**src/rtl/damage_arbiter.sv**
```systemverilog
// damage_arbiter: two-player health tracker fed by four collision sources.
// Each source raises a one-shot hit on a rising edge of its hit bit. A
// round-robin arbiter applies one pending hit per cycle with saturating
// subtraction. The round ends in KO when a player's health reaches zero.
//
// Ports
//   Clk          system clock, rising edge
//   Reset        asynchronous, active-high reset
//   round_start  one-cycle request to begin or restart a round
//   hit[3:0]     per-source collision level
//   hit_tgt[3:0] per-source target (0 = player 1, 1 = player 2)
//   hit_dmg[31:0] per-source 8-bit damage, source i in [8i+7:8i]
//   hp1, hp2     player health
//   hit_ack[3:0] one-hot marker of the source applied this cycle (combinational)
//   phase[1:0]   00 IDLE, 01 ACTIVE, 10 KO
//   winner[1:0]  00 none, 01 player 1, 10 player 2
module damage_arbiter #(
    parameter logic [7:0] HP_INIT = 8'd250
) (
    input  logic        Clk,
    input  logic        Reset,
    input  logic        round_start,
    input  logic [3:0]  hit,
    input  logic [3:0]  hit_tgt,
    input  logic [31:0] hit_dmg,
    output logic [7:0]  hp1,
    output logic [7:0]  hp2,
    output logic [3:0]  hit_ack,
    output logic [1:0]  phase,
    output logic [1:0]  winner
);

    localparam int unsigned NSRC = 4;

    typedef enum logic [1:0] {
        IDLE   = 2'b00,
        ACTIVE = 2'b01,
        KO     = 2'b10
    } phase_t;

    phase_t      state;
    logic [3:0]  hit_q;
    logic [3:0]  pending;
    logic [3:0]  slot_tgt;
    logic [7:0]  slot_dmg [NSRC];
    logic [1:0]  rr;

    logic [3:0]  rise;
    logic        arb_en;
    logic        grant_valid;
    logic [1:0]  grant_idx;
    logic [1:0]  cand;
    logic        sel_tgt;
    logic [7:0]  sel_dmg;
    logic [7:0]  tgt_hp;
    logic [7:0]  hp_after;
    logic        ko;
    logic [3:0]  set_mask;
    logic [3:0]  pending_nxt;

    assign phase = state;

    // Round-robin grant, damage preview and next pending mask.
    // round_start suppresses arbitration so a restart never emits an ack.
    always_comb begin
        rise        = hit & ~hit_q;
        arb_en      = (state == ACTIVE) && !round_start;
        grant_valid = 1'b0;
        grant_idx   = 2'd0;
        cand        = 2'd0;
        for (int k = 0; k < 4; k++) begin
            cand = rr + 2'(k);
            if (arb_en && !grant_valid && pending[cand]) begin
                grant_valid = 1'b1;
                grant_idx   = cand;
            end
        end
        hit_ack  = grant_valid ? 4'(4'b0001 << grant_idx) : 4'b0000;
        sel_tgt  = slot_tgt[grant_idx];
        sel_dmg  = slot_dmg[grant_idx];
        tgt_hp   = sel_tgt ? hp2 : hp1;
        hp_after = (tgt_hp > sel_dmg) ? (tgt_hp - sel_dmg) : 8'd0;
        ko       = grant_valid && (hp_after == 8'd0);
        // A new rise is accepted when the slot is free or being granted now,
        // so set wins over the grant's clear.
        set_mask    = rise & (~pending | hit_ack);
        pending_nxt = (pending & ~hit_ack) | set_mask;
    end

    // Round FSM, health and pending-slot state.
    always_ff @(posedge Clk or posedge Reset) begin
        if (Reset) begin
            state    <= IDLE;
            hp1      <= HP_INIT;
            hp2      <= HP_INIT;
            winner   <= 2'b00;
            pending  <= 4'b0000;
            hit_q    <= 4'b0000;
            rr       <= 2'd0;
            slot_tgt <= 4'b0000;
            for (int i = 0; i < 4; i++) begin
                slot_dmg[i] <= 8'd0;
            end
        end else begin
            hit_q <= hit;
            case (state)
                IDLE, KO: begin
                    if (round_start) begin
                        state   <= ACTIVE;
                        hp1     <= HP_INIT;
                        hp2     <= HP_INIT;
                        winner  <= 2'b00;
                        pending <= 4'b0000;
                        rr      <= 2'd0;
                    end
                end
                ACTIVE: begin
                    if (round_start) begin
                        hp1     <= HP_INIT;
                        hp2     <= HP_INIT;
                        winner  <= 2'b00;
                        pending <= 4'b0000;
                        rr      <= 2'd0;
                    end else begin
                        pending <= pending_nxt;
                        for (int i = 0; i < 4; i++) begin
                            if (set_mask[i]) begin
                                slot_tgt[i] <= hit_tgt[i];
                                slot_dmg[i] <= hit_dmg[8*i +: 8];
                            end
                        end
                        if (grant_valid) begin
                            rr <= grant_idx + 2'd1;
                            if (sel_tgt) begin
                                hp2 <= hp_after;
                            end else begin
                                hp1 <= hp_after;
                            end
                            if (ko) begin
                                state   <= KO;
                                winner  <= sel_tgt ? 2'b01 : 2'b10;
                                pending <= 4'b0000;
                            end
                        end
                    end
                end
                default: state <= IDLE;
            endcase
        end
    end

endmodule

```
**config.mk**
```make
export PLATFORM = sky130hd
export DESIGN_NAME = damage_arbiter
export DESIGN_NICKNAME = d
export VERILOG_FILES = /design/src/rtl/damage_arbiter.sv
export SDC_FILE = /design/constraint.sdc
export NUM_CORES = 1
export LEC_CHECK = 0
export BUFFER_PORTS_ARGS = -buffer_cell sky130_fd_sc_hd__buf_4
export CORE_MARGIN = 1.5
export CORE_UTILIZATION = 60
export DETAILED_ROUTE_END_ITERATION = 6
export HOLD_SLACK_MARGIN = 0.12
export PLACE_DENSITY = 0.91
export SLEW_MARGIN = 20
export SYNTH_ARGS = -nofsm -noshare
export SYNTH_HDL_FRONTEND = slang
export SYNTH_SLANG_ARGS = --single-unit
```
**constraint.sdc**
```tcl
create_clock -name Clk -period 8.1 [get_ports Clk]
set_input_delay 0.405 -clock Clk [delete_from_list [all_inputs] [get_ports Clk]]
set_output_delay 0.405 -clock Clk [all_outputs]
set_load 0.03 [all_outputs]
```
Yosys cells after proc, flatten, opt, wreduce, memory -nomap -nowiden
Index checks and enable logic that the tools add are counted.
{"block": "classes", "addsub": 5, "mul": 0, "mux": 52, "div_mod_pow": 0, "bitwise": 10, "n_shift": 1, "eq_ne": 10, "reduce_logical": 27, "magnitude_cmp": 7}
{"operator": "$mux W8", "n": 11}
{"operator": "$pmux W8 S2", "n": 2}
{"operator": "$mux W2", "n": 15}
{"operator": "$mux W4", "n": 5}
{"operator": "$bmux W8 S2", "n": 1}
{"operator": "$reduce_and A4 Y1", "n": 4}
{"operator": "$lt A2 B3 Y1 const B", "n": 5}
{"operator": "$reduce_and A3 Y1", "n": 5}
{"operator": "$and A4 B4 Y4", "n": 3}
{"operator": "$ne A3 B3 Y1 const B", "n": 4}
{"operator": "$not A4 Y4", "n": 3}
{"operator": "$pmux W2 S2", "n": 3}
{"operator": "$bmux W1 S2", "n": 5}
{"operator": "$logic_and A1 B1 Y1", "n": 9}
{"operator": "$mux W1", "n": 9}
{"operator": "$gt A8 B8 Y1", "n": 1}
{"operator": "$logic_not A8 Y1", "n": 1}
{"operator": "$ne A2 B2 Y1 const B", "n": 4}
{"operator": "$or A4 B4 Y4", "n": 2}
{"operator": "$pmux W4 S2", "n": 1}
{"operator": "$sub A8 B8 Y8", "n": 1}
{"operator": "$add A2 B1 Y2 const B", "n": 2}
{"operator": "$add A2 B2 Y2 const B", "n": 2}
{"operator": "$logic_not A1 Y1", "n": 4}
{"operator": "other kinds (10)", "n": 10}
{"block": "word_totals", "ramBits": 0, "output_inout_bits": 24, "memories": 0, "latchBits": 0, "rom_bits": 0, "input_bits": 43, "reg_bits": 66, "word_cells": 127}

Depth between registers and ports, before layout
Gate-level depths: netlist of run 1.
{"block": "logic_depth", "ltp_word": 28, "mapped_depth": 19, "mapped_depth_nobuf": 17}

Least setup slack after synthesis of run 1
No wires, ideal clock.
{"block": "synth_path", "kind": "reg2reg", "from": "register state[0], in the netlist phase[0]", "to": "register winner[1]", "n_path_buf": 2, "path_stages_with_launch": 18, "arrival_time_ns": 4.423, "required_time_ns": 7.978, "slack_ns": 3.555, "period_less_slack_ns": 4.545, "setup_time_ns": 0.122, "path_cell_list": "dfrtp_1 -> nand2b_1 -> nand2b_4 -> nor4_4 -> inv_2 -> mux2i_1 -> mux2_4 -> buf_6 -> mux2_4 -> ha_1 -> or4_1 -> o21ai_0 -> a31oi_1 -> xor2_1 -> or4_1 -> buf_2 -> a21o_1 -> a32o_1"}
{"block": "synth_via", "elab_chain_len": 26, "word_cells_on_any_way": 45, "cone_classes": "1 x add/sub; 1 x order compare; 5 x eq/ne; 20 x mux; 1 x bitwise; 17 x reduce/logical"}
{"element": "start, declared", "line_no": "41", "source": "phase_t state;"}
{"element": "start signal, assigned", "line_no": "93", "source": "state <= IDLE;"}
{"element": "start signal, assigned", "line_no": "109", "source": "state <= ACTIVE;"}
{"element": "start signal, assigned", "line_no": "140", "source": "state <= KO;"}
{"element": "$eq A2 B1 Y1", "line_no": "67, 106"}
{"element": "$logic_and A1 B1 Y1", "line_no": "67", "source": "arb_en = (state == ACTIVE) && !round_start;"}
{"element": "$logic_and A1 B1 Y1", "line_no": "73", "source": "if (arb_en && !grant_valid && pending[cand]) begin"}
{"element": "$mux W1", "line_no": "73"}
{"element": "$logic_not A1 Y1", "line_no": "73"}
{"element": "$logic_and A1 B1 Y1 (2 in series)", "line_no": "73"}
{"element": "$mux W1", "line_no": "73"}
{"element": "$logic_not A1 Y1", "line_no": "73"}
{"element": "[8 not listed]"}
{"element": "$bmux W8 S2", "line_no": "80", "source": "sel_dmg = slot_dmg[grant_idx];"}
{"element": "$mux W8 (not written as such) (2 in series)", "line_no": "80"}
{"element": "$sub A8 B8 Y8 or $gt A8 B8 Y1 (tied branches)", "line_no": "82", "source": "hp_after = (tgt_hp > sel_dmg) ? (tgt_hp - sel_dmg) : 8'd0;"}
{"element": "$mux W8", "line_no": "82"}
{"element": "$logic_not A8 Y1", "line_no": "83", "source": "ko = grant_valid && (hp_after == 8'd0);"}
{"element": "$logic_and A1 B1 Y1", "line_no": "83"}
{"element": "$ne A3 B3 Y1 (no line)"}
{"element": "$reduce_and A4 Y1 (no line)"}
{"element": "end signal, assigned", "line_no": "141", "source": "winner <= sel_tgt ? 2'b01 : 2'b10;"}
{"element": "end, declared", "line_no": "30", "source": "output logic [1:0] winner"}
Several ways; a longest one is shown, not always the timed one. The select of a mux whose other input is x is not followed.
A chain may end at the register's enable or synchronous reset.

Final worst setup path of run 1
{"block": "layout_path", "from": "register rr[1]", "to": "register winner[1]"}
{"block": "layout_via", "elab_chain_len": 26, "word_cells_on_any_way": 49, "cone_classes": "4 x add/sub; 1 x order compare; 2 x eq/ne; 28 x mux; 1 x bitwise; 13 x reduce/logical"}
{"element": "start, declared", "line_no": "46", "source": "logic [1:0] rr;"}
{"element": "start signal, assigned", "line_no": "133", "source": "rr <= grant_idx + 2'd1;"}
{"element": "$bmux W1 S2", "line_no": "73"}
{"element": "$mux W1 (not written as such)", "line_no": "73"}
{"element": "$logic_and A1 B1 Y1", "line_no": "73"}
{"element": "$mux W1", "line_no": "73"}
{"element": "$logic_not A1 Y1", "line_no": "73"}
{"element": "$logic_and A1 B1 Y1 (2 in series)", "line_no": "73"}
{"element": "$mux W1", "line_no": "73"}
{"element": "$logic_not A1 Y1", "line_no": "73"}
{"element": "[8 not listed]"}
{"element": "$bmux W8 S2", "line_no": "80"}
{"element": "$mux W8 (not written as such) (2 in series)", "line_no": "80"}
{"element": "$sub A8 B8 Y8 or $gt A8 B8 Y1 (tied branches)", "line_no": "82"}
{"element": "$mux W8", "line_no": "82"}
{"element": "$logic_not A8 Y1", "line_no": "83"}
{"element": "$logic_and A1 B1 Y1", "line_no": "83"}
{"element": "$ne A3 B3 Y1 (no line)"}
{"element": "$reduce_and A4 Y1 (no line)"}
Several ways; a longest one is shown, not always the timed one. The select of a mux whose other input is x is not followed.

==> results.md, run 1 <==
- The most area-hungry cell type in the Yosys netlist is sky130_fd_sc_hd__dfrtp_1.
- Of the synthesized area, sequential elements account for 0.462.
- The hold slack is 177 ps.
- Along the worst hold path, the cell count comes to 1.
- The insertion delay to the later sink of the worst-skew pair is 350 ps.
- The maximum level of the CTS H-tree is 3.
- The critical path goes through nand2b_1 > a21oi_1 > nor4_4 > buf_4 > inv_2 > mux2i_1 > mux2_4 > mux2_2 > ha_1 > nor3b_1 > a311o_1 > a311oi_1 > o21ai_0 > or4_1 > a21o_1 > a32o_1.
- Sorting the synthesized cells by area gives the leading types as sky130_fd_sc_hd__dfrtp_1 37%, sky130_fd_sc_hd__mux2_2 12%, sky130_fd_sc_hd__dfstp_2 8.7%.
- 67 I/O pins were placed.
- The die is 80.6 um wide.
- The classification of the worst-slack hold path is input port to flop.
- In the global route stage, overall resource usage came out at 0.286.
- The total design power is 2.02 mW.
- Averaged over all synthesized cells, the footprint is 10.6 sq um.
- The number of routed nets with antenna violations is 0.
- The total of buffers placed on input and output ports is 66.
- The final critical-path setup slack is 3050 ps.
- The number of hold-repair buffers added at the cts stage is 0.
- Across the whole layout, storage elements account for 0.00167 sq mm.
- The instance area after placement is 0.00418 sq mm.
- In the global route stage, met3 resource usage came out at 0.0477.
- The final sum of negative setup slack is 0 ps.
- The count of endpoints failing setup in the final report is 0.
- The compound-gate portion of the synthesized area is 0.159.
- The minimum setup slack after placement is 3050 ps.
- The final routed DRC violation total is 0.
- Across the routed clock network, the largest skew measured is 11.3 ps.
- The area of the die is 0.00649 sq mm.
- The initial antenna violation count is 0.
- The xor and xnor fraction of the mapped netlist area is 0.00970.
- Derived from the worst setup path, the maximum achievable clock frequency is 0.198 GHz.
- In this run the tightest slew margin relative to its limit is 0.288.
- The endpoint of the worst hold path is hit_q[1].
- The number of hold violations in the final report is 0.
- The ratio of total power to cell area is 459 mW/mm^2.
- IR analysis of the VDD net gives a maximum drop of 0.297 mV.
- In this run, synthesis inferred 0 flip-flops with an integrated enable.
- The number of global-route vias before repair is 2,937.
- For this block, the routed nets add up to 8840 um of wire.
- Setup repair after global routing left no endpoint under its margin.
- In the synthesized netlist the dominant register cell turns out to be sky130_fd_sc_hd__dfrtp_1.
- In the synthesized netlist the async set-or-reset flop fraction comes to 1.00.
- After clock tree synthesis, the clock-pin slew on the worst setup and hold paths is 80 ps.
- The delay of the slowest critical-path stage is 630 ps.
- The total area inside the core boundary comes to 0.00585 sq mm.
- The post-CTS setup buffer count is 0.
- The first global-routing pass estimated 13,900 um of wire.
- The master cell of the clock root buffer is sky130_fd_sc_hd__clkbuf_8.
- The final standard cell area without fillers is 0.00439 sq mm.
- Summed over all cells, the static leakage comes to 1.98 nW.
- The met2 track utilization from global routing is 0.468.
- For the worst setup path, the data required time is 8330 ps.
- The library cell used most frequently in the layout, excluding fill and tap cells, is sky130_fd_sc_hd__buf_4.
- In this run the core area contains 28 standard-cell rows.
- The library cell contributing the largest single delay on the critical path is sky130_fd_sc_hd__or4_1.
- The first routing iteration left 171 violations.
- The simple-gate share of the synthesized area is 0.134.
- The die height is 80.6 um.
- The initial standard-cell utilization of the core is 0.617.
- The post-synthesis register bit count is 66.
- The data arrival time of the worst path is 5280 ps.
- Dividing the detail-routed via count by the number of cells gives 6.06.
- The main combinational cell family by area after synthesis is compound AO/OA/AOI/OAI gates.
- The actual transition at the worst max-transition pin is 1070 ps.
- The most used routing layer in global routing is met2.
- Counting distinct cell types in the post-synthesis netlist gives 57.
- The kind of start point of the critical path is a flop.
- The detailed-route wire length per cell is 17.9 um.
- The adder and majority gate portion of the synthesized area is 0.0471.
- The largest fanout on the critical path is 20.
- The clock period minus final worst setup slack is 5050 ps.
- The number of nets produced by synthesis is 396.
- The capturing point of the worst reg2reg path is winner[1].
- The share of the cycle needed by the critical path after routing is 0.623.
- Grouping stages by cell kind, the critical path spends the most delay in compound AO/OA/AOI/OAI gates.
- The fill cell instance count of the final layout is 399.
- The detailed router placed 2,989 vias in this run.
- CTS saw 66 sinks.
- The clock passes through at most 2 buffers.
- The number of buffers created by CTS is 9.
- The fraction of layout cells with a size suffix above 1 is 0.361.
- The flow ran to the end, and the final reports show no timing, DRC or antenna violations.
- From synthesis to final layout, the design area changed by 21.5%.
- The area of the multi-input gates is 0.00182 sq mm.
- The total standard cell area after synthesis is 0.00361 sq mm.
- The global-route track usage on met1 is 0.372.
- TritonCTS built the clock tree.
- After clock tree synthesis, the repair step resized 0 gates.
- The critical path is of the flop to flop type.
- The worst register-to-register path begins at rr[1].
- The number of buffer and inverter stages on the critical path is 2.
- In the layout the commonest cells are 68 x sky130_fd_sc_hd__buf_4, 54 x sky130_fd_sc_hd__dfrtp_1, 40 x sky130_fd_sc_hd__mux2_2.
- The count of yosys warnings during synthesis is 0.
- After global routing the overflow that remains totals 0.
- The number of cells traversed by the worst register-to-register path is 16.
- The top-area cell type share of the netlist area is 0.374.
- The worst hold path begins at hit[1].
- The congestion estimate from routability-driven global placement came to 0.923.
- Synthesis handed over a netlist of 340 instances.
- The pin count of the biggest net entering global routing is 67.
- The count of final max-slew check failures came to 0.
- The worst register-to-register path has a setup slack of 3050 ps.
- The repair_antennas step left the layout with diodes totalling 0.
- The element type at the critical path end is a flop.
- The first-pass iteration count of the detailed router is 5.
- The post-layout net count is 469.
- The portion of synthesized area spent on multiplexers is 0.153.
- The post-detailed-placement half-perimeter wirelength is 6400 um.
- The tool flagged a number of max-cap violations equal to 0.
-- worst max path at each step --
| stage | slack, ps | startpoint | cells past startpoint | to |
|---|---|---|---|---|
| 2_1_floorplan | 3560 | phase[0] | 17 | winner[1] |
| 3_3_place_gp | 3180 | round_start | 15 | winner[1] |
| 3_5_place_dp | 3050 | round_start | 15 | winner[1] |
| 4_1_cts | 3150 | rr[1] | 16 | winner[1] |
| 5_1_grt | 2820 | rr[1] | 16 | winner[1] |
| 6_report | 3050 | rr[1] | 16 | winner[1] |
-- worst reg2reg max path: cells and delay by family, from the launching register on --
| family | cells | cell delay [ps] |
|---|---|---|
| buffers and inverters | 2 | 540 |
| adders and majority gates | 1 | 390 |
| muxes | 3 | 920 |
| and+or+nand+nor | 4 | 1060 |
| AOI/OAI and AO/OA | 6 | 1560 |
| DFF | 1 | 480 |
-- power breakdown --
group	internal (mW)	switching, mW	total (mW)
logic	0.494	0.684	1.18
clock network	0.150	0.133	0.283
registers	0.465	0.0893	0.555
-- Yosys cell counts, types with 6 or more instances --
cell type / n
sky130_fd_sc_hd__nor2_1: 37
sky130_fd_sc_hd__dfstp_2: 12
sky130_fd_sc_hd__inv_1: 23
sky130_fd_sc_hd__ha_1: 12
sky130_fd_sc_hd__mux2_2: 40
sky130_fd_sc_hd__a21oi_1: 10
sky130_fd_sc_hd__a31oi_1: 6
sky130_fd_sc_hd__o22a_1: 12
sky130_fd_sc_hd__o21ai_0: 19
sky130_fd_sc_hd__nand2_1: 21
sky130_fd_sc_hd__nand4_1: 7
sky130_fd_sc_hd__dfrtp_1: 54
sky130_fd_sc_hd__nand3_1: 9
sky130_fd_sc_hd__mux2i_1: 6
-- area by class of cell --
class / instances / area share
Inverter: 25 / 0.0214
Clock inverter: 6 / 0.0151
Tap cell: 75 / 0.0214
Sequential cell: 66 / 0.380
Multi-Input combinational cell: 243 / 0.415
Clock buffer: 10 / 0.0314
Timing Repair Buffer: 68 / 0.116
-- flip-flops by register name, summed over array words and instances (netlist names) --
register	flops
phase	2
pending	4
hit_q	4
slot_tgt	4
rr	2
slot_dmg	32
hp1	8
winner	2
hp2	8
-- logic make-up after synthesis --
family / Yosys count
multiplexers: 49
buffers and inverters: 31
adder cells (fa/ha/maj): 13
AO/OA/AOI/OAI: 80
XOR/XNOR: 4
AND/OR/NAND/NOR: 97
flip-flops: 66
-- layer usage --
layer	vias up	routed length, um
met2	125	4470
met5	-	0
met4	0	210
met1	1451	3710
li1	1395	-
met3	18	460
-- through the flow --
stage	util	instances
after global routing	0.750	493
final	0.750	493
after detailed placement	0.715	477
after global placement	0.715	477
after CTS	0.750	493
after floorplan	-	340
No activity file was read; power rests on OpenSTA's default activity.
==> inputs of run 2 (changes only) <==
--- a/config.mk
+++ b/config.mk
@@ -5,12 +5,13 @@
 export SDC_FILE = /design/constraint.sdc
 export NUM_CORES = 1
 export LEC_CHECK = 0
+export ABC_AREA = 1
 export BUFFER_PORTS_ARGS = -buffer_cell sky130_fd_sc_hd__buf_4
 export CORE_MARGIN = 1.5
-export CORE_UTILIZATION = 60
+export CORE_UTILIZATION = 57
 export DETAILED_ROUTE_END_ITERATION = 6
 export HOLD_SLACK_MARGIN = 0.12
-export PLACE_DENSITY = 0.91
+export PLACE_DENSITY = 0.87
 export SLEW_MARGIN = 20
 export SYNTH_ARGS = -nofsm -noshare
 export SYNTH_HDL_FRONTEND = slang
==> constraint.sdc (replaced) <==
create_clock -name Clk -period 4.9 [get_ports Clk]
set_input_delay 0.245 -clock Clk [delete_from_list [all_inputs] [get_ports Clk]]
set_output_delay 0.245 -clock Clk [all_outputs]
set_load 0.03 [all_outputs]
==> results.md, run 2 <==
- The number of routed nets with antenna violations is 0.
- TritonCTS built the clock tree.
- The initial standard-cell utilization of the core is 0.590.
- The number of global-route vias before repair is 3,509.
- In this run the tool buffered the top-level ports with 66 buffer cells.
- For this run, the detailed router's first-pass iteration total came to 5.
- Yosys attributes the largest share of cell area to sky130_fd_sc_hd__dfrtp_1 34%, sky130_fd_sc_hd__nand2_1 16%, sky130_fd_sc_hd__dfstp_2 7.8%.
- The number of antenna diodes in the final layout is 0.
- For this run, the number of Yosys warnings is 0.
- Of the total synthesized cell area, the portion taken by AND, OR, NAND and NOR gates is 0.310.
- The initial antenna violation count is 0.
- The number of DRC markers after the initial detailed-route iteration is 194.
- The post-detailed-placement half-perimeter wirelength is 7030 um.
- The part of the Yosys area used for sequential elements is 0.413.
- Of the total synthesized cell area, the portion taken by full adders, half adders and majority gates is 0.0422.
- The flow ran to the end, and the final reports show no timing, DRC or antenna violations.
- The data arrival time of the worst path is 4680 ps.
- The number of buffers created by CTS is 9.
- For this run, the post-layout net count is 650.
- The first global-routing pass estimated 15,800 um of wire.
- The count of placed standard cells in the final layout, fillers left out is 695.
- The clock sink count is 66.
- STA classifies the critical path startpoint as a flop.
- From bottom edge to top edge, the die measures 87.1 um.
- The main combinational cell family by area after synthesis is simple AND/OR/NAND/NOR gates.
- Entering global routing, the biggest net connects 67 pins.
- The count of final max-slew check failures came to 0.
- The total standard cell area after synthesis is 0.00403 sq mm.
- The count of flip-flops with a built-in enable after synthesis is 0.
- After detailed routing, the number of remaining DRC violations is 0.
- Sorting the synthesized cells by how often they occur yields 174 x sky130_fd_sc_hd__nand2_1, 65 x sky130_fd_sc_hd__inv_1, 54 x sky130_fd_sc_hd__dfrtp_1, 36 x sky130_fd_sc_hd__nand3_1, 27 x sky130_fd_sc_hd__o21ai_1.
- The number of hold violations in the final report was 0.
- The element type at the critical path end is a flop.
- The most area-hungry cell type in the Yosys netlist is sky130_fd_sc_hd__dfrtp_1.
- The fraction of layout cells with a size suffix above 1 is 0.260.
- After detailed routing, the average wire length per cell comes to 13.8 um.
- The critical path start-end classification is flop to flop.
- In this run the deepest clock path goes through 2 buffers.
- Relative to the synthesized area, the layout overhead comes to 21.1%.
- The post-synthesis register bit count is 66.
- The final sum of negative setup slack is 0 ps.
- The xor and xnor fraction of the mapped netlist area is 0.00652.
- The master cell of the clock root buffer is sky130_fd_sc_hd__clkbuf_8.
- The register with the most flip-flops in the layout has 32 of them.
- The compound-gate portion of the synthesized area is 0.137.
- During I/O placement, the number of pins put on the boundary was 67.
- Routability-driven placement finished with a final weighted congestion of 0.883.
- The most numerous cell in the Yosys netlist is sky130_fd_sc_hd__nand2_1.
- For this block, the routed nets add up to 9620 um of wire.
- When the netlist entered floorplanning its net count stood at 577.
- The all-layer global routing usage is 0.269.
- Setup repair after global routing left no endpoint under its margin.
- In the final layout, the registers with the most flip-flops are slot_dmg (32), hp1 (8), hp2 (8).
- For the pin with the worst max-slew slack, the measured transition is 828 ps.
- In the layout the commonest cells are 173 x sky130_fd_sc_hd__nand2_1, 71 x sky130_fd_sc_hd__buf_4, 63 x sky130_fd_sc_hd__inv_1.
- Ranked by flip-flop count, first place goes to slot_dmg.
- The fill cell instance count of the final layout is 541.
- Clock-pin slew was measured on the worst setup and hold paths at 80 ps.
- For the finished layout, the period the worst path requires is 4440 ps.
- Synthesis handed over a netlist of 521 instances.
- Clock skew on the completed layout was measured at 9.32 ps.
- The total via count in the routed design is 3,678.
- Along the worst path, the maximum fanout reaches 24.
- The tightest min-delay check is of the input port to asynchronous set/reset pin type.
- The slack of the worst reg-to-reg path is 460 ps.
- The die span in x is 87.1 um.
- Across the run, the number of max-cap violations was 0.
- The number of placed instances with taps included is 671.
- The per-instance average area after synthesis is 7.74 sq um.
- The proportion of register bits with asynchronous set or reset after synthesis is 1.00.
- The number of different library cells used by synthesis comes to 41.
- The flip-flop cell with the highest count after synthesis is sky130_fd_sc_hd__dfrtp_1.
- For this run the aggregate overflow at the end of global routing stands at 0.
- The initialized floorplan defines 30 standard-cell rows.
- The mux cell area share after synthesis is 0.
- For the worst setup path, the data required time is 5140 ps.
- The most common cell after layout, fill and taps aside is sky130_fd_sc_hd__nand2_1.
- The share of the cycle needed by the critical path after routing is 0.906.
- The maximum level of the CTS H-tree is 3.
- Derived from the worst setup path, the maximum achievable clock frequency is 0.225 GHz.
- After detailed routing, the number of vias per cell comes to 5.29.
- Headroom to the max-slew limit came out at 0.448.
- After floorplanning, the core was sized to cover 0.00683 sq mm.
- The count of endpoints failing setup in the final report is 0.
- The area of the die is 0.00759 sq mm.
- Clock latency on the worst-skew pair, taken at its later pin, is 350 ps.
- The top-area cell type share of the netlist area is 0.335.
[run 2: worst paths after layout]
kind / start / end / depth (start not counted)
max in group asynchronous: Reset / rr[0] / 3
worst min register to register: hp2[3] / hp2[3] / 2
min in group Clk: hit_dmg[21] / slot_dmg[13] / 3
worst max register to register: phase[0] / winner[0] / 27
worst max-delay path: phase[0] / winner[0] / 27
worst min-delay path: Reset / winner[1] / 3
[run 2: what timing repair did]
item | in CTS | in global routing
setup endpoints to repair | 0 | 2
hold buffers | 4 | 0
buffers inserted | 0 | 4
endpoints found under the hold margin | 4 | 0
resized for setup | 0 | 4
[run 2: worst max-delay path: stages, from the launching register on]
cell and delay [ps]:
sky130_fd_sc_hd__dfrtp_1 440, sky130_fd_sc_hd__inv_2 90, sky130_fd_sc_hd__nor2_4 120, sky130_fd_sc_hd__nand2_4 110, sky130_fd_sc_hd__clkinv_4 180, sky130_fd_sc_hd__nand2_1 80
sky130_fd_sc_hd__o21ai_1 140, sky130_fd_sc_hd__nand2_1 140, sky130_fd_sc_hd__nand2_4 260, sky130_fd_sc_hd__nand2_2 80, sky130_fd_sc_hd__nand3_2 100, sky130_fd_sc_hd__nand2_4 130
sky130_fd_sc_hd__inv_2 190, sky130_fd_sc_hd__o21ai_0 140, sky130_fd_sc_hd__ha_1 250, sky130_fd_sc_hd__fa_1 410, sky130_fd_sc_hd__o21ai_1 250, sky130_fd_sc_hd__nand3_1 130
sky130_fd_sc_hd__nand2_1 80, sky130_fd_sc_hd__nand2_1 50, sky130_fd_sc_hd__nand3_1 100, sky130_fd_sc_hd__nand2_1 70, sky130_fd_sc_hd__nor2_1 140, sky130_fd_sc_hd__nand3_1 140
sky130_fd_sc_hd__nand2_1 170, sky130_fd_sc_hd__nand2_1 130, sky130_fd_sc_hd__nand2_1 110, sky130_fd_sc_hd__o21ai_1 70
[run 2: cells by family after synthesis]
family          after synthesis
simple gates                264
compound gates               88
buf+inv                      87
flops                        66
fa+ha+maj                    13
xor+xnor                      3
[run 2: metal layers]
metal / up-vias / track usage / wire (um)
li1: 1819 / - / -
met1: 1706 / 0.325 / 4020
met2: 130 / 0.472 / 4890
met3: 23 / 0.0408 / 456
met4: 0 / 0.127 / 253
met5: - / 0 / 0
[run 2: area by class of cell]
type	instances	area [sq um]	share of cell area
clock buffer	9	124	0.0254
sequential	66	1670	0.342
tap	96	120	0.0246
clock inverter	7	101	0.0208
timing repair buffer	75	573	0.117
inverter	74	294	0.0602
multi-input combinational	368	2000	0.410
[run 2: stage by stage]
stage	instance area (sq um)	setup WS, ps	utilization	hold WS [ps]
CTS	4840	327	0.709	125
floorplan	4030	986	-	276
global route	4880	32.9	0.715	128
finish	4880	458	0.715	121
global placement	4580	604	0.670	382
detailed placement	4580	341	0.670	381
Power of run 2 is left out: the tool's default activity adds up to more than one toggle a clock period on the data nets, which glitch-free logic cannot reach.
==> inputs of run 3 (changes only) <==
--- a/config.mk
+++ b/config.mk
@@ -12,6 +12,7 @@
 export DETAILED_ROUTE_END_ITERATION = 6
 export HOLD_SLACK_MARGIN = 0.12
 export PLACE_DENSITY = 0.87
+export SETUP_SLACK_MARGIN = 0.5
 export SLEW_MARGIN = 20
 export SYNTH_ARGS = -nofsm -noshare
 export SYNTH_HDL_FRONTEND = slang
==> results.md, run 3 (same netlist as run 2, synthesis figures left out) <==
- For this block, the initial DRC count from the detailed router was 229.
- The number of hold violations in the final report is 0.
- From bottom edge to top edge, the die measures 87.1 um.
- The insertion delay to the later sink of the worst-skew pair is 350 ps.
- The via density per instance is 5.42.
- Once detail routing completed, the nets flagged for antenna violations numbered 0.
- Summed over all nets, the half-perimeter wirelength after detailed placement is 7030 um.
- Routability-driven placement finished with a final weighted congestion of 0.883.
- The final routed DRC violation total is 0.
- In the final layout, the registers with the most flip-flops are slot_dmg (32), hp1 (8), hp2 (8).
- CTS saw 66 sinks.
- The total number of placement rows is 30.
- Counting along the longest clock path gives a buffer depth of 2.
- The total overflow left after global routing is 0.
- The library cell contributing the largest single delay on the critical path is sky130_fd_sc_hd__dfrtp_2.
- The total I/O pin count is 67.
- The required time at the worst-slack endpoint is 5180 ps.
- The initial utilization of the core area, before any placement, comes to 0.590.
- The worst setup path is captured at a flop.
- The total of buffers placed on input and output ports is 66.
- The wire length of the first global-routing pass is 15,900 um.
- Based on the critical path, the design can be clocked at up to 0.240 GHz.
- For the worst setup path, the data arrival time is 4450 ps.
- Setup repair after global routing left no endpoint under its margin.
- The run finished with clean final reports.
- The number of diodes is 0.
- Entering global routing, the biggest net connects 67 pins.
- The clock tree skew after final layout is 11.2 ps.
- Leaving out filler cells and counting taps, the final layout contains 697.
- Grouping stages by cell kind, the critical path spends the most delay in simple AND/OR/NAND/NOR gates.
- The detailed-route wire length per cell is 14.1 um.
- The number of placed instances with taps included is 671.
- After routing, the total negative slack on setup checks comes to 0 ps.
- In the final layout, the share of cells above drive strength 1 is 0.281.
- The area of the die is 0.00759 sq mm.
- The kind of start point of the critical path is a flop.
- The most common cell after layout, fill and taps aside is sky130_fd_sc_hd__nand2_1.
- Dividing the final minimum period by the clock period gives 0.851.
- Setup violations remaining at the end of the flow were counted as 0.
- In this run the worst hold path is classified as input port to asynchronous set/reset pin.
- The final layout contains 652 nets.
- The register with the most flip-flops in the final layout is slot_dmg.
- In this run the number of H-tree levels came out at 3.
- The library cells used most frequently in the layout, excluding fill and tap cells, are 169 x sky130_fd_sc_hd__nand2_1, 70 x sky130_fd_sc_hd__buf_4, 63 x sky130_fd_sc_hd__inv_1.
- The core region is 0.00683 sq mm.
- The delay of the slowest critical-path stage is 450 ps.
- In this design, the critical path's most frequently occurring cell is sky130_fd_sc_hd__nand2_1.
- The fill cell instance count of the final layout is 510.
- Once layout is complete, the utilization of the core stands at 0.729.
- The tool flagged a number of max-cap violations equal to 0.
- Summing over every cut layer, the via total after detailed routing is 3,777.
- The count of final max-slew check failures came to 0.
- In this run the tightest slew margin relative to its limit is 0.450.
- On the final layout, the worst hold slack is 119 ps.
- The initial antenna violation count came to 0.
- The number of global-route vias before repair came to 3,524.
- The number of buffers created by CTS is 9.
- At the pin with the least slew margin, the transition time is 825 ps.
- For this run, the total global-route usage over all layers was measured as 0.270.
- Relative to the synthesized area, the layout overhead comes to 23.5%.
- CTS placed an instance of sky130_fd_sc_hd__clkbuf_8 at the clock tree root.
- The number of flip-flops in the largest register is 32.
- From left edge to right edge, the die measures 87.1 um.
- For the finished layout, the period the worst path requires is 4170 ps.
- The overall routed net length is 9800 um.
- The critical path contains buffers and inverters numbering 3 combined.
- In this run the worst path has a maximum fanout of 19.
- The worst setup path is of the flop to flop kind.
- The clock tree from TritonCTS is yes.
- Clock-pin slew was measured on the worst setup and hold paths at 80 ps.
- Before antenna repair, the detailed router went through 5 iterations.
## run 3: changes by cell type in the layout (fill, tap and decap cells not counted), sizes merged
| cell | delta |
|---|---|
| clkbuf | +1 |
| clkinv | -1 |
| inv | +1 |
| nand2 | +1 |
## run 3: worst reg2reg max path: cells and delay by family (launching register included)
family | cells | cell delay (ps)
AOI/OAI and AO/OA | 5 | 620
adders and majority gates | 2 | 630
buffers and inverters | 3 | 420
DFF | 1 | 450
and+or+nand+nor | 19 | 2010
## run 3: final cells by class
cell class | count | area (sq um) | area share
clock buffers | 9 | 124 | 0.0249
clock inverters | 7 | 101 | 0.0204
inverters | 74 | 302 | 0.0606
multi-input cells | 369 | 2070 | 0.416
flip-flops and latches | 66 | 1670 | 0.335
well taps | 96 | 120 | 0.0241
repair buffers | 76 | 591 | 0.119
## run 3: path summary, 6_finish.rpt
path                                 start      endpoint  slack, ps  cells after the start
min in group Clk                hit_dmg[2]  slot_dmg[26]        130                      3
worst max register to register       rr[0]     winner[0]        730                     29
worst min register to register      hp2[3]        hp2[3]        470                      2
worst max-delay path                 rr[0]     winner[0]        730                     29
worst min-delay path                 Reset     winner[1]        120                      3
max in group asynchronous            Reset         rr[0]       4160                      3
## run 3: through the flow
stage          instance area, sq um  setup slack, ps
6_report                       4980              730
5_1_grt                        4980              415
4_1_cts                        4850              501
3_5_place_dp                   4580              341
3_3_place_gp                   4580              604
2_1_floorplan                  4030              986
## run 3: layer usage
metal,vias up,routed length (um),GRT usage
li1,1831,-,-
met1,1776,3980,0.325
met2,147,5090,0.473
met3,23,508,0.0427
met4,0,222,0.128
met5,-,0,0
## run 3: repair_timing
item                                    4_1_cts  5_1_grt
buffers inserted                              0        5
pin swaps                                     0        3
hold endpoints to repair                      4        0
hold buffers                                  4        0
endpoints found under the setup margin        6        8
cloned                                        0        1
gates resized for setup                       3       19
Power of run 3 is left out for the same reason.
